==> config.mk <==
export PLATFORM = sky130hd
export DESIGN_NAME = ds_sample_scheduler
export DESIGN_NICKNAME = d
export VERILOG_FILES = /design/src/rtl/ds_sched_pkg.sv /design/src/rtl/ds_sample_fifo.sv /design/src/rtl/ds_sample_scheduler.sv
export SDC_FILE = /design/constraint.sdc
export NUM_CORES = 1
export LEC_CHECK = 0
export BUFFER_PORTS_ARGS = -buffer_cell sky130_fd_sc_hd__buf_2
export CAP_MARGIN = 30
export CORE_ASPECT_RATIO = 0.9
export CORE_UTILIZATION = 53
export DETAILED_ROUTE_END_ITERATION = 8
export PLACE_DENSITY = 0.72
export SETUP_SLACK_MARGIN = 0.2
export SLEW_MARGIN = 25
export SYNTH_ARGS = -nofsm -noshare
export SYNTH_HDL_FRONTEND = slang
export SYNTH_HIERARCHICAL = 1
export SYNTH_SLANG_ARGS = --single-unit
==> constraint.sdc <==
create_clock -name clk -period 5.9 [get_ports clk]
set_input_delay 0.885 -clock clk [delete_from_list [all_inputs] [get_ports clk]]
set_output_delay 0.885 -clock clk [all_outputs]
set_load 0.02 [all_outputs]
==> src/rtl/ds_sched_pkg.sv <==
`default_nettype none
// ============================================================================
// Module      : ds_sched_pkg
// Description : Shared defaults, sample type and midscale constant for the
//               delta-sigma sample scheduler.
// Revision    : 1.0 - initial release
// ============================================================================
package ds_sched_pkg;

    localparam int SAMPLE_BITS = 16;
    localparam int DIV_BITS    = 16;
    localparam int DEPTH_LOG2  = 2;

    typedef logic [SAMPLE_BITS-1:0] sample_t;

    // Offset-binary zero: the modulator sits at 50 % duty for this code.
    localparam sample_t MIDSCALE = 16'h8000;

endpackage
`default_nettype wire

==> src/rtl/ds_sample_fifo.sv <==
`default_nettype none
// ============================================================================
// Module      : ds_sample_fifo
// Description : Small synchronous sample FIFO. A push is accepted when the
//               level after this cycle's pop is below the depth, so a
//               push/pop pair on a full FIFO keeps the level unchanged.
//               A pop on an empty FIFO is ignored (no bypass).
// Revision    : 1.0 - initial release
// ============================================================================
module ds_sample_fifo #(
    parameter int WIDTH      = ds_sched_pkg::SAMPLE_BITS,
    parameter int DEPTH_LOG2 = ds_sched_pkg::DEPTH_LOG2
) (
    input  logic                  clk,
    input  logic                  rst_n,
    input  logic                  push_i,
    input  logic [WIDTH-1:0]      data_i,
    input  logic                  pop_i,
    output logic [WIDTH-1:0]      data_o,
    output logic [DEPTH_LOG2:0]   level_o,
    output logic                  full_o,
    output logic                  empty_o,
    output logic                  drop_o
);
    import ds_sched_pkg::*;

    localparam int                c_DEPTH = 1 << DEPTH_LOG2;
    localparam logic [DEPTH_LOG2:0] c_FULL = {1'b1, {DEPTH_LOG2{1'b0}}};

    logic [WIDTH-1:0]      mem_q [c_DEPTH];
    logic [DEPTH_LOG2-1:0] wr_ptr_q, wr_ptr_d;
    logic [DEPTH_LOG2-1:0] rd_ptr_q, rd_ptr_d;
    logic [DEPTH_LOG2:0]   level_q,  level_d;
    logic                  w_pop;
    logic                  w_push;

    assign full_o  = (level_q == c_FULL);
    assign empty_o = (level_q == '0);
    assign data_o  = mem_q[rd_ptr_q];
    assign level_o = level_q;

    assign w_pop   = pop_i & ~empty_o;
    assign w_push  = push_i & (~full_o | w_pop);
    assign drop_o  = push_i & ~w_push;

    // Pointer and level next-state; pointers wrap naturally at the depth.
    always_comb begin
        wr_ptr_d = wr_ptr_q;
        rd_ptr_d = rd_ptr_q;
        level_d  = level_q;
        if (w_push) begin
            wr_ptr_d = wr_ptr_q + 1'b1;
        end
        if (w_pop) begin
            rd_ptr_d = rd_ptr_q + 1'b1;
        end
        case ({w_push, w_pop})
            2'b10:   level_d = level_q + 1'b1;
            2'b01:   level_d = level_q - 1'b1;
            default: level_d = level_q;
        endcase
    end

    // Pointer and level registers.
    always_ff @(posedge clk or negedge rst_n) begin
        if (!rst_n) begin
            wr_ptr_q <= '0;
            rd_ptr_q <= '0;
            level_q  <= '0;
        end else begin
            wr_ptr_q <= wr_ptr_d;
            rd_ptr_q <= rd_ptr_d;
            level_q  <= level_d;
        end
    end

    // Storage array; contents are only meaningful below the level, so it needs no reset.
    always_ff @(posedge clk) begin
        if (w_push) begin
            mem_q[wr_ptr_q] <= data_i;
        end
    end

endmodule
`default_nettype wire

==> src/rtl/ds_sample_scheduler.sv <==
`default_nettype none
// ============================================================================
// Module      : ds_sample_scheduler
// Description : Assembles host bytes into samples, buffers them in a FIFO and
//               releases one sample per programmable period to the
//               delta-sigma modulator, with sticky under/overflow flags.
//               Build option DS_SCHED_MUTE_ON_UNDERFLOW_EN: an empty-FIFO
//               tick loads midscale and strobes instead of holding.
// Revision    : 1.0 - initial release
// ============================================================================
module ds_sample_scheduler #(
    parameter int SAMPLE_BITS = ds_sched_pkg::SAMPLE_BITS,
    parameter int DIV_BITS    = ds_sched_pkg::DIV_BITS,
    parameter int DEPTH_LOG2  = ds_sched_pkg::DEPTH_LOG2
) (
    input  logic                   clk,
    input  logic                   rst_n,
    input  logic                   enable_i,
    input  logic [7:0]             byte_in_i,
    input  logic                   byte_we_i,
    input  logic                   byte_sync_i,
    input  logic [DIV_BITS-1:0]    rate_div_i,
    input  logic                   clr_flags_i,
    output logic [SAMPLE_BITS-1:0] sample_out_o,
    output logic                   sample_stb_o,
    output logic [DEPTH_LOG2:0]    fifo_level_o,
    output logic                   fifo_full_o,
    output logic                   underflow_o,
    output logic                   overflow_o
);
    import ds_sched_pkg::*;

    logic                   phase_q,  phase_d;
    logic [7:0]             hold_q,   hold_d;
    logic [DIV_BITS-1:0]    cnt_q,    cnt_d;
    logic [SAMPLE_BITS-1:0] sample_q, sample_d;
    logic                   stb_q,    stb_d;
    logic                   unf_q,    unf_d;
    logic                   ovf_q,    ovf_d;

    logic                   w_phase_eff;
    logic                   w_push;
    logic [SAMPLE_BITS-1:0] w_push_data;
    logic                   w_tick;
    logic                   w_pop;
    logic [SAMPLE_BITS-1:0] w_head;
    logic                   w_empty;
    logic                   w_drop;

    // byte_sync overrides the stored phase so this cycle's byte is a low byte.
    assign w_phase_eff = byte_sync_i ? 1'b0 : phase_q;
    assign w_push      = byte_we_i & w_phase_eff;
    assign w_push_data = SAMPLE_BITS'({byte_in_i, hold_q});
    assign w_tick      = enable_i & (cnt_q == '0);
    assign w_pop       = w_tick & ~w_empty;

    ds_sample_fifo #(
        .WIDTH      (SAMPLE_BITS),
        .DEPTH_LOG2 (DEPTH_LOG2)
    ) u_fifo (
        .clk     (clk),
        .rst_n   (rst_n),
        .push_i  (w_push),
        .data_i  (w_push_data),
        .pop_i   (w_tick),
        .data_o  (w_head),
        .level_o (fifo_level_o),
        .full_o  (fifo_full_o),
        .empty_o (w_empty),
        .drop_o  (w_drop)
    );

    // Next-state for byte assembly, rate counter, output sample and flags.
    always_comb begin
        phase_d  = w_phase_eff ^ byte_we_i;
        hold_d   = hold_q;
        cnt_d    = cnt_q;
        sample_d = sample_q;
        stb_d    = 1'b0;
        unf_d    = (unf_q & ~clr_flags_i) | (w_tick & w_empty);
        ovf_d    = (ovf_q & ~clr_flags_i) | w_drop;

        if (byte_we_i && !w_phase_eff) begin
            hold_d = byte_in_i;
        end

        // Paused: keep the counter primed so re-enable waits a full period.
        if (!enable_i || (cnt_q == '0)) begin
            cnt_d = rate_div_i;
        end else begin
            cnt_d = cnt_q - 1'b1;
        end

        if (w_pop) begin
            sample_d = w_head;
            stb_d    = 1'b1;
        end
`ifdef DS_SCHED_MUTE_ON_UNDERFLOW_EN
        else if (w_tick) begin
            sample_d = SAMPLE_BITS'(MIDSCALE);
            stb_d    = 1'b1;
        end
`endif
    end

    // State registers; reset discards any half-assembled sample.
    always_ff @(posedge clk or negedge rst_n) begin
        if (!rst_n) begin
            phase_q  <= 1'b0;
            hold_q   <= '0;
            cnt_q    <= '0;
            sample_q <= '0;
            stb_q    <= 1'b0;
            unf_q    <= 1'b0;
            ovf_q    <= 1'b0;
        end else begin
            phase_q  <= phase_d;
            hold_q   <= hold_d;
            cnt_q    <= cnt_d;
            sample_q <= sample_d;
            stb_q    <= stb_d;
            unf_q    <= unf_d;
            ovf_q    <= ovf_d;
        end
    end

    assign sample_out_o = sample_q;
    assign sample_stb_o = stb_q;
    assign underflow_o  = unf_q;
    assign overflow_o   = ovf_q;

endmodule
`default_nettype wire

# Word level (Yosys, flattened, before mapping)
# Memories as Yosys holds them, arrays and structs flattened. A register that Yosys moved wholly into a read port is not among the register bits.
# Index checks and enable logic that the tools add are counted.
# totals
regBits	35
mem_bits_rw	64
inputBits	30
wordCells	48
memories	1
# classes
n_addsub	5
eq_ne	3
muxes	6
bitwise_logic	16
reduce_logical	8
# mem_list
name	words	word_bits	read_ports	rd_ports_with_merged_regs	write_ports	line	source
u_fifo.mem_q	4	16	1	1	1	ds_sample_fifo.sv:30	logic [WIDTH-1:0] mem_q [c_DEPTH];
# op_table
cell	count
16-bit zero test	1
16-bit two-way mux	1
16-bit by 1-bit subtractor with 16-bit output (second input constant)	1
1-bit AND	8
3-bit one-hot mux with 2 select lines	1
2-bit by 1-bit adder with 2-bit output (second input constant)	2
1-bit two-way mux	4
1-bit inverter	4
3-bit by 1-bit adder with 3-bit output (second input constant)	1
3-bit equality test (second input constant)	1
1-bit zero test	3
3-bit zero test	1
1-bit OR	3
3-bit by 1-bit subtractor with 3-bit output (second input constant)	1
2-bit by 1-bit equality test with 1-bit output (second input constant)	1
2-bit equality test (second input constant)	1
2-bit nonzero test	1
1-bit logical AND	1
1-bit logical OR	1
1-bit bitwise XOR	1

# Depth between registers and ports, before layout
# Gate-level depths: netlist of the first run.
# depth
word_depth	8
mapped_depth	14
mapped_depth_nobuf	14

# Cells and area by module
# The synthesis of the first run kept the hierarchy.
# by_module_without_submodules
module	n_inst	cells_each	area_per_inst_um2	seq_area_each_um2
ds_sample_fifo	1	123	2763.9	2097.0
ds_sample_scheduler	1	145	2008.2	1101.1

# Worst setup path after synthesis of the first run
# No wires, ideal clock.
# synth_timing
kind	register to register
from	reg cnt_q[0]
to	reg u_fifo.level_q[2], in the netlist u_fifo/level_o[2]
setup_ps	80
arrival_ps	2760
setup_slack_ps	3060
path_stages_with_launch	13
path_buffers	0
period_less_slack_ps	2840
path_cell_list	dfrtp_1 -> inv_1 -> ha_1 -> nor3b_2 -> nand2_1 -> nor3_1 -> o31a_1 -> ha_1 -> inv_1 -> fa_1 -> xor2_1 -> nor2_1 -> xor2_1
# synth_between
elab_chain_len	7
# synth_rtl
item	line	source
start: declaration	ds_sample_scheduler.sv:35	logic [DIV_BITS-1:0] cnt_q, cnt_d;
start signal: assignment	ds_sample_scheduler.sv:119	cnt_q <= cnt_d;
16-bit zero test (*)	ds_sample_scheduler.sv:54	assign w_tick = enable_i & (cnt_q == '0);
1-bit AND (*)	ds_sample_scheduler.sv:54	
net w_tick	ds_sample_scheduler.sv:44	logic w_tick;
1-bit AND (*)	ds_sample_fifo.sv:42	assign w_pop = pop_i & ~empty_o;
net u_fifo.w_pop	ds_sample_fifo.sv:34	logic w_pop;
1-bit OR	ds_sample_fifo.sv:43	assign w_push = push_i & (~full_o | w_pop);
1-bit AND	ds_sample_fifo.sv:43	
2-bit by 1-bit equality test with 1-bit output / 2-bit equality test (equally long branches)	ds_sample_fifo.sv:57	case ({w_push, w_pop})
3-bit one-hot mux with 2 select lines / 2-bit nonzero test (equally long branches)	n/a	
end signal: assignment	ds_sample_fifo.sv:73	level_q <= level_d;
end: declaration	ds_sample_fifo.sv:33	logic [DEPTH_LOG2:0] level_q, level_d;
# The timed path passes the listed nets; every way through them passes the cells marked *.
# A chain may end at the register's enable or synchronous reset.

# Worst setup path after layout of the first run
# layout_timing
from	reg cnt_q[0]
to	mem u_fifo/mem_q[1][4] (netlist name) (enable)
# layout_between
elab_chain_len	7
# layout_rtl
item	line	source
16-bit zero test	ds_sample_scheduler.sv:54	
1-bit AND	ds_sample_scheduler.sv:54	
net w_tick	ds_sample_scheduler.sv:44	
1-bit AND	ds_sample_fifo.sv:42	
1-bit OR	ds_sample_fifo.sv:43	
1-bit AND	ds_sample_fifo.sv:43	
1-bit two-way mux	ds_sample_fifo.sv:79	if (w_push) begin
1-bit two-way mux (implied by the code)	ds_sample_fifo.sv:80	mem_q[wr_ptr_q] <= data_i;
end: declaration	ds_sample_fifo.sv:30	
# The timed path passes the listed nets, and every way through them passes these cells.

==> results of run 1 <==
-- state kept, by name, summed over array words and instances, names as in the netlist, 2 cells and up --
name / count
cnt_q: 16
u_fifo/mem_q: 64
sample_out_o: 16
u_fifo/rd_ptr_q: 2
u_fifo/wr_ptr_q: 2
hold_q: 8
u_fifo/level_o: 3
-- through the flow --
| step | util [%] | worst slack [ps] |
|---|---|---|
| after detailed placement | 59.5 | 2530 |
| after CTS | 66.1 | 2450 |
| after floorplan | - | 3060 |
| after global placement | 59.4 | 2720 |
| after global routing | 66.1 | 2150 |
| final | 66.1 | 2510 |
-- worst max-delay path: stages, from the launching register on --
cell     delay, ps
dfrtp_1        400
inv_1           90
ha_1           180
nor3b_2        510
nand2_1        230
nor3_1         490
nor4b_4         90
nor2b_2        280
and2_1         740
-- layout make-up --
type                       instances  share of cell area, %
multi-input combinational        134                   25.7
timing repair buffer              55                   4.90
sequential                       115                   56.0
clock buffer                      17                   7.24
clock inverter                    15                   2.80
tap                              119                   2.60
inverter                          12                  0.788
-- cells by family (layout without fill, tap and decap cells) --
group | count (synthesis) | in the layout | share of synthesized area [%]
and+or+nand+nor | 43 | 43 | 6.42
AOI/OAI and AO/OA | 4 | 4 | 0.708
DFF | 115 | 115 | 67.0
xor gates and xnor gates | 20 | 20 | 3.67
adders and majority gates | 9 | 9 | 2.52
muxes | 58 | 58 | 17.5
buffers and inverters | 19 | 99 | 2.18
-- power groups by stage --
| stage | sequential (µW) | clock [µW] | combinational (µW) |
|---|---|---|---|
| 2_1_floorplan | 1010 | 0 | 138 |
| 3_3_place_gp | 1010 | 0 | 208 |
| 3_5_place_dp | 1010 | 0 | 217 |
| 4_1_cts | 998 | 988 | 219 |
| 5_1_grt | 1010 | 1020 | 242 |
| 6_report | 998 | 966 | 215 |
-- placed cells by master, fill, tap and decap left out, types with 5 or more instances in the layout --
master      netlist  routed
edfxtp_1         64      64
buf_2             2      53
dfrtp_1          51      50
mux2_2           39      39
clkbuf_16         0      16
mux4_2           16      16
xnor2_1          14      14
inv_1            12      12
ha_1              8       8
nor3_1            6       6
xor2_1            6       6
nor2_1            5       5
nand2_1           5       5
clkinvlp_4        0       5
and2_1            5       5
-- how the worst max path moves through the flow --
stage	slack, ps	to	startpoint	cells past startpoint
floorplan	3060	u_fifo/level_o[2]$_DFFE_PN0P_	cnt_q[0]$_DFF_PN0_	12
detailed placement	2530	u_fifo/mem_q[0][12]$_DFFE_PP_	cnt_q[0]$_DFF_PN0_	8
global route	2150	u_fifo/mem_q[0][3]$_DFFE_PP_	cnt_q[0]$_DFF_PN0_	8
finish	2510	u_fifo/mem_q[1][4]$_DFFE_PP_	cnt_q[0]$_DFF_PN0_	8
CTS	2450	u_fifo/mem_q[0][3]$_DFFE_PP_	cnt_q[0]$_DFF_PN0_	8
global placement	2720	u_fifo/mem_q[0][11]$_DFFE_PP_	cnt_q[0]$_DFF_PN0_	8
-- per-layer routing --
metal | routed length, µm | part of all wire, % | vias up | global-route usage [%]
li1 | - | - | 1142 | -
met5 | 0 | 0 | - | 0
met2 | 4010 | 51 | 50 | 30.5
met1 | 3530 | 45 | 1275 | 25.9
met3 | 314 | 4.0 | 5 | 6.48
met4 | 47 | 0.60 | 0 | 8.21
==> results.toml, run 1 <==
[outcome]
status = "finished, final reports clean"

[clocking]
cts_hold_buffers = 0
clk-insertion-delay-late_ps = 500
cts.reportedPaths.clkPinSlew_ps = 60
cts_setup_buffers = 0
root_buffer = "clkbuf_8"
cts_tree = "done"
clock_path_buffers = 2
cts.sinks = 115
htreeDepth = 4
numCtsBuffers = 17
cts.repair.resized = 0

[timing]
max_slew.worst_pin.slew_ps = 881
drv_slew = 0
fin_skew_ps = 9.04
max_freq_mhz = 295
setup_tns_ps = 0
fin_crit_sh_pct = 57.5
setup-violations-final = 0
fin_hold_ws_ps = 473
slew_headroom_pct = 41.3
period_needed_ps = 3390
rsz0062_at_grt = "no"
finalHoldViolCount = 0

[routing]
antenna_left = 0
wl_um = 7900
drt_iter0_drc = 116
via_per_inst = 5.29
num_vias = 2472
dr.pass1.iters = 4
routedWlPerCell_um = 16.9
drc_errors = 0

[setup_path]
start_kind = "flop"
r2r_slack_ps = 2510
critical_path_class = "flop to flop"
cp_max_fo = 16
worstSetupEndpointType = "flop"
critPathRequiredTime_ps = 6030
r2r_end = "u_fifo/mem_q[1][4]$_DFFE_PP_"
reg2regPathDepth = 8
r2r-start = "cnt_q[0]$_DFF_PN0_"
arrival_ps = 3520

[logic_synthesis]
synth-seq-cells = 115
synth_top_area_share_pct = 40.3
syn_inst = 268
synth_warnings = 6
syn-num-nets = 307
yosys-top-cells-area = "edfxtp_1 40%, dfrtp_1 27%, mux2_2 9.2%"
synth-async-reset-ratio_pct = 44.3
synthDistinctLibCells = 35
synth-seq-area-share_pct = 67.0
synth_common_cells = "64 x edfxtp_1, 51 x dfrtp_1, 39 x mux2_2"
synth-main-ff-cell = "edfxtp_1"
yosysMostFrequentCell = "edfxtp_1"
syn_area_um2 = 4770
synth_edf_count = 64
synth.avg_cell_area_um2 = 17.8
synth_top_area_cell = "edfxtp_1"

[grt]
antenna_found_initial = 0
grt_pass1_wl_um = 13300
grt_usage_pct = 19.8
grt_max_degree = 52
overflow = 0
grt_pass1_vias = 2645

[cells_and_area]
nFillCells = 595
area_delta_synth_final_pct = 19.8
multi_input_area_um2 = 1470
stdcell_area_um2 = 5720
instances_no_fill = 467
regArea_um2 = 3200
drive_gt1_share_pct = 43.7
fin_nets = 374
n_antenna_cell = 0

[place]
portBuffers = 52
dp.cells = 435
place_congestion = 0.717
dpl_cell_area_um2 = 5140
hpwl_um = 4970

[power_and_ir_drop]
sequentialPowerShare_pct = 45.8
swShare_pct = 25.0
powerDensity_nw_per_um2 = 381
power.share.clock_pct = 44.3
p_leak_uw = 0.00231
p_total_uw = 2180
power.internal_uw = 1630
switching_power_uw = 546
ir_drop_mv = 0.253
p_comb_share_pct = 9.9

[job]
drv_cap = 0

[hold_path]
hold_class = "flop to flop"
worstHoldStart = "overflow_o$_DFF_PN0_"
worst_hold_path.endpoint = "overflow_o$_DFF_PN0_"
holdPathStages = 1

[floorplanning]
initial_core_util_pct = 55.2
die-width_um = 102
die-height_um = 92.0
io_pins = 53
dieArea_um2 = 9390
core-area_um2 = 8650
rows = 32
No activity file was read; power rests on OpenSTA's default activity.
==> run 2, diff against run 1 <==
Settings changed: CORE_UTILIZATION 53 to 52, PLACE_DENSITY 0.72 to 0.74.
Clock period 5.9 ns to 2.8 ns, I/O delays scaled along.
==> run 2 against run 1 <==
Clock power up 120%. Worst hold slack worse by 340 ps. Flip-flop and latch count stayed put. Total power grew 120%. Combinational power up 140%. Critical path depth up 7. Critical path type unchanged. Sequential share of layout area is 2.5 points lower.
==> results.toml, run 2 (synthesis gave the netlist of run 1 again) <==
[setup_path]
path_cells = "inv_2 -> ha_4 -> nor3b_4 -> nand2_2 -> nor3_4 -> buf_6 -> nor4b_4 -> nor2b_2 -> inv_1 -> ha_2 -> inv_2 -> fa_2 -> xor2_1 -> nor2_1 -> xor2_1"
critical_path_class = "flop to flop"
cp_max_fo = 2
crit_path_max_incr_delay_ps = 380
worstSetupEndpointType = "flop"
path_buf_inv = 4
critPathRequiredTime_ps = 3220
arrival_ps = 2960
r2r_slack_ps = 260
path_delay_family = "simple AND/OR/NAND/NOR gates"
start_kind = "flop"
slowest_stage = "fa_2"

[place]
pre_cts_slack_ps = 45.8
dp.cells = 446
dpl_cell_area_um2 = 5250
place_congestion = 0.780
hpwl_um = 5160
portBuffers = 52

[floorplanning]
die-height_um = 92.9
die-width_um = 103
io_pins = 53
dieArea_um2 = 9560
core-area_um2 = 8730
initial_core_util_pct = 54.7
rows = 32

[grt]
overflow = 0
grt_pass1_wl_um = 13500
grt_usage_pct = 20.2
grt_pass1_vias = 2659
antenna_found_initial = 0
grt_max_degree = 36

[clocking]
cts.sinks = 115
cts.reportedPaths.clkPinSlew_ps = 60
cts_tree = "done"
clk-insertion-delay-late_ps = 510
root_buffer = "clkbuf_8"
htreeDepth = 4
clock_path_buffers = 2
numCtsBuffers = 17

[routing]
drc_errors = 0
via_per_inst = 5.23
dr.pass1.iters = 4
routedWlPerCell_um = 17.6
antenna_left = 0
num_vias = 2574
wl_um = 8670
drt_iter0_drc = 96

[power_and_ir_drop]
powerDensity_nw_per_um2 = 791
p_comb_share_pct = 10.8
power.internal_uw = 3590
swShare_pct = 24.2
p_leak_uw = 0.00247
sequentialPowerShare_pct = 44.5
power.share.clock_pct = 44.7
ir_drop_mv = 0.539
switching_power_uw = 1150

[cells_and_area]
nFillCells = 584
n_antenna_cell = 0
area_delta_synth_final_pct = 25.4
fin_nets = 399
drive_gt1_share_pct = 48.5
stdcell_area_um2 = 5980
instances_no_fill = 492
top_register = "u_fifo/mem_q"
largest_reg_flops = 64
final_common_cell = "edfxtp_1"
final_cell_mix = "64 x edfxtp_1, 52 x buf_2, 51 x dfrtp_1"

[outcome]
status = "finished, final reports clean"

[timing]
max_freq_mhz = 393
max_slew.worst_pin.slew_ps = 823
setup-violations-final = 0
rsz0062_at_grt = "yes"
fin_crit_sh_pct = 90.9
setup_tns_ps = 0
finalHoldViolCount = 0
fin_skew_ps = 7.15
setup_ws_ps = 256
fin_hold_ws_ps = 137
slew_headroom_pct = 45.1
period_needed_ps = 2540
drv_slew = 0

[hold_path]
hold_class = "input port to flop"

[job]
drv_cap = 0
run 2: changes by cell type in the layout (fill, tap and decap cells not counted), sizes merged:
| cell | before | now |
|---|---|---|
| clkbuf | 17 | 19 |
| clkinv | 6 | 4 |
| dlygate4sd3 | 0 | 1 |
| buf | 55 | 79 |
| clkinvlp | 5 | 4 |
| bufinv | 2 | 3 |
run 2: per-layer routing:
layer / part of all wire (%) / track usage [%]
met1: 44 / 26.5
met5: 0 / 0
met4: 1.8 / 9.86
met3: 3.6 / 5.66
met2: 50 / 31.0
run 2: final cells by class:
class	count	area (µm²)	area share [%]
Clock buffer	19	432	7.22
Inverter	12	45.0	0.753
Sequential cell	115	3200	53.5
Tap cell	119	149	2.49
Timing Repair Buffer	80	477	7.97
Clock inverter	13	159	2.66
Multi-Input combinational cell	134	1520	25.5
run 2: path summary, 6_finish.rpt:
path / end / cells past startpoint / start
worst max-delay path: u_fifo/level_o[2]$_DFFE_PN0P_ / 15 / cnt_q[0]$_DFF_PN0_
worst min-delay path: u_fifo/mem_q[1][14]$_DFFE_PP_ / 1 / byte_in_i[6]
worst max register to register: u_fifo/level_o[2]$_DFFE_PN0P_ / 15 / cnt_q[0]$_DFF_PN0_
worst min register to register: sample_out_o[2]$_DFFE_PN0P_ / 1 / sample_out_o[2]$_DFFE_PN0P_
max in group asynchronous: cnt_q[9]$_DFF_PN0_ / 3 / rst_n
min in group asynchronous: sample_out_o[15]$_DFFE_PN0P_ / 2 / rst_n
run 2: what timing repair did:
item | in CTS | in global routing
endpoints found under the setup margin | 1 | 2
hold endpoints to repair | 16 | 0
resized for setup | 5 | 6
hold buffers | 1 | 0
buffers inserted | 7 | 6
pin swaps | 4 | 6
run 2: worst reg2reg max path, cell delays in order (launching register included):
cell	delay [ps]
dfrtp_1	370
inv_2	70
ha_4	160
nor3b_4	150
nand2_2	110
nor3_4	50
buf_6	120
nor4b_4	240
nor2b_2	70
inv_1	60
ha_2	190
inv_2	50
fa_2	380
xor2_1	140
nor2_1	120
xor2_1	180
run 2: power groups by stage:
stage | clock [µW] | combinational, µW | sequential (µW)
floorplan | 0 | 294 | 2130
global placement | 0 | 459 | 2120
detailed placement | 0 | 476 | 2130
CTS | 2150 | 497 | 2100
global route | 2230 | 565 | 2130
finish | 2110 | 513 | 2100
run 2: through the flow:
step                total power (µW)  util [%]
floorplan                       2420         -
global placement                2580      60.1
detailed placement              2610      60.1
CTS                             4750      67.8
global route                    4920      68.5
finish                          4730      68.5
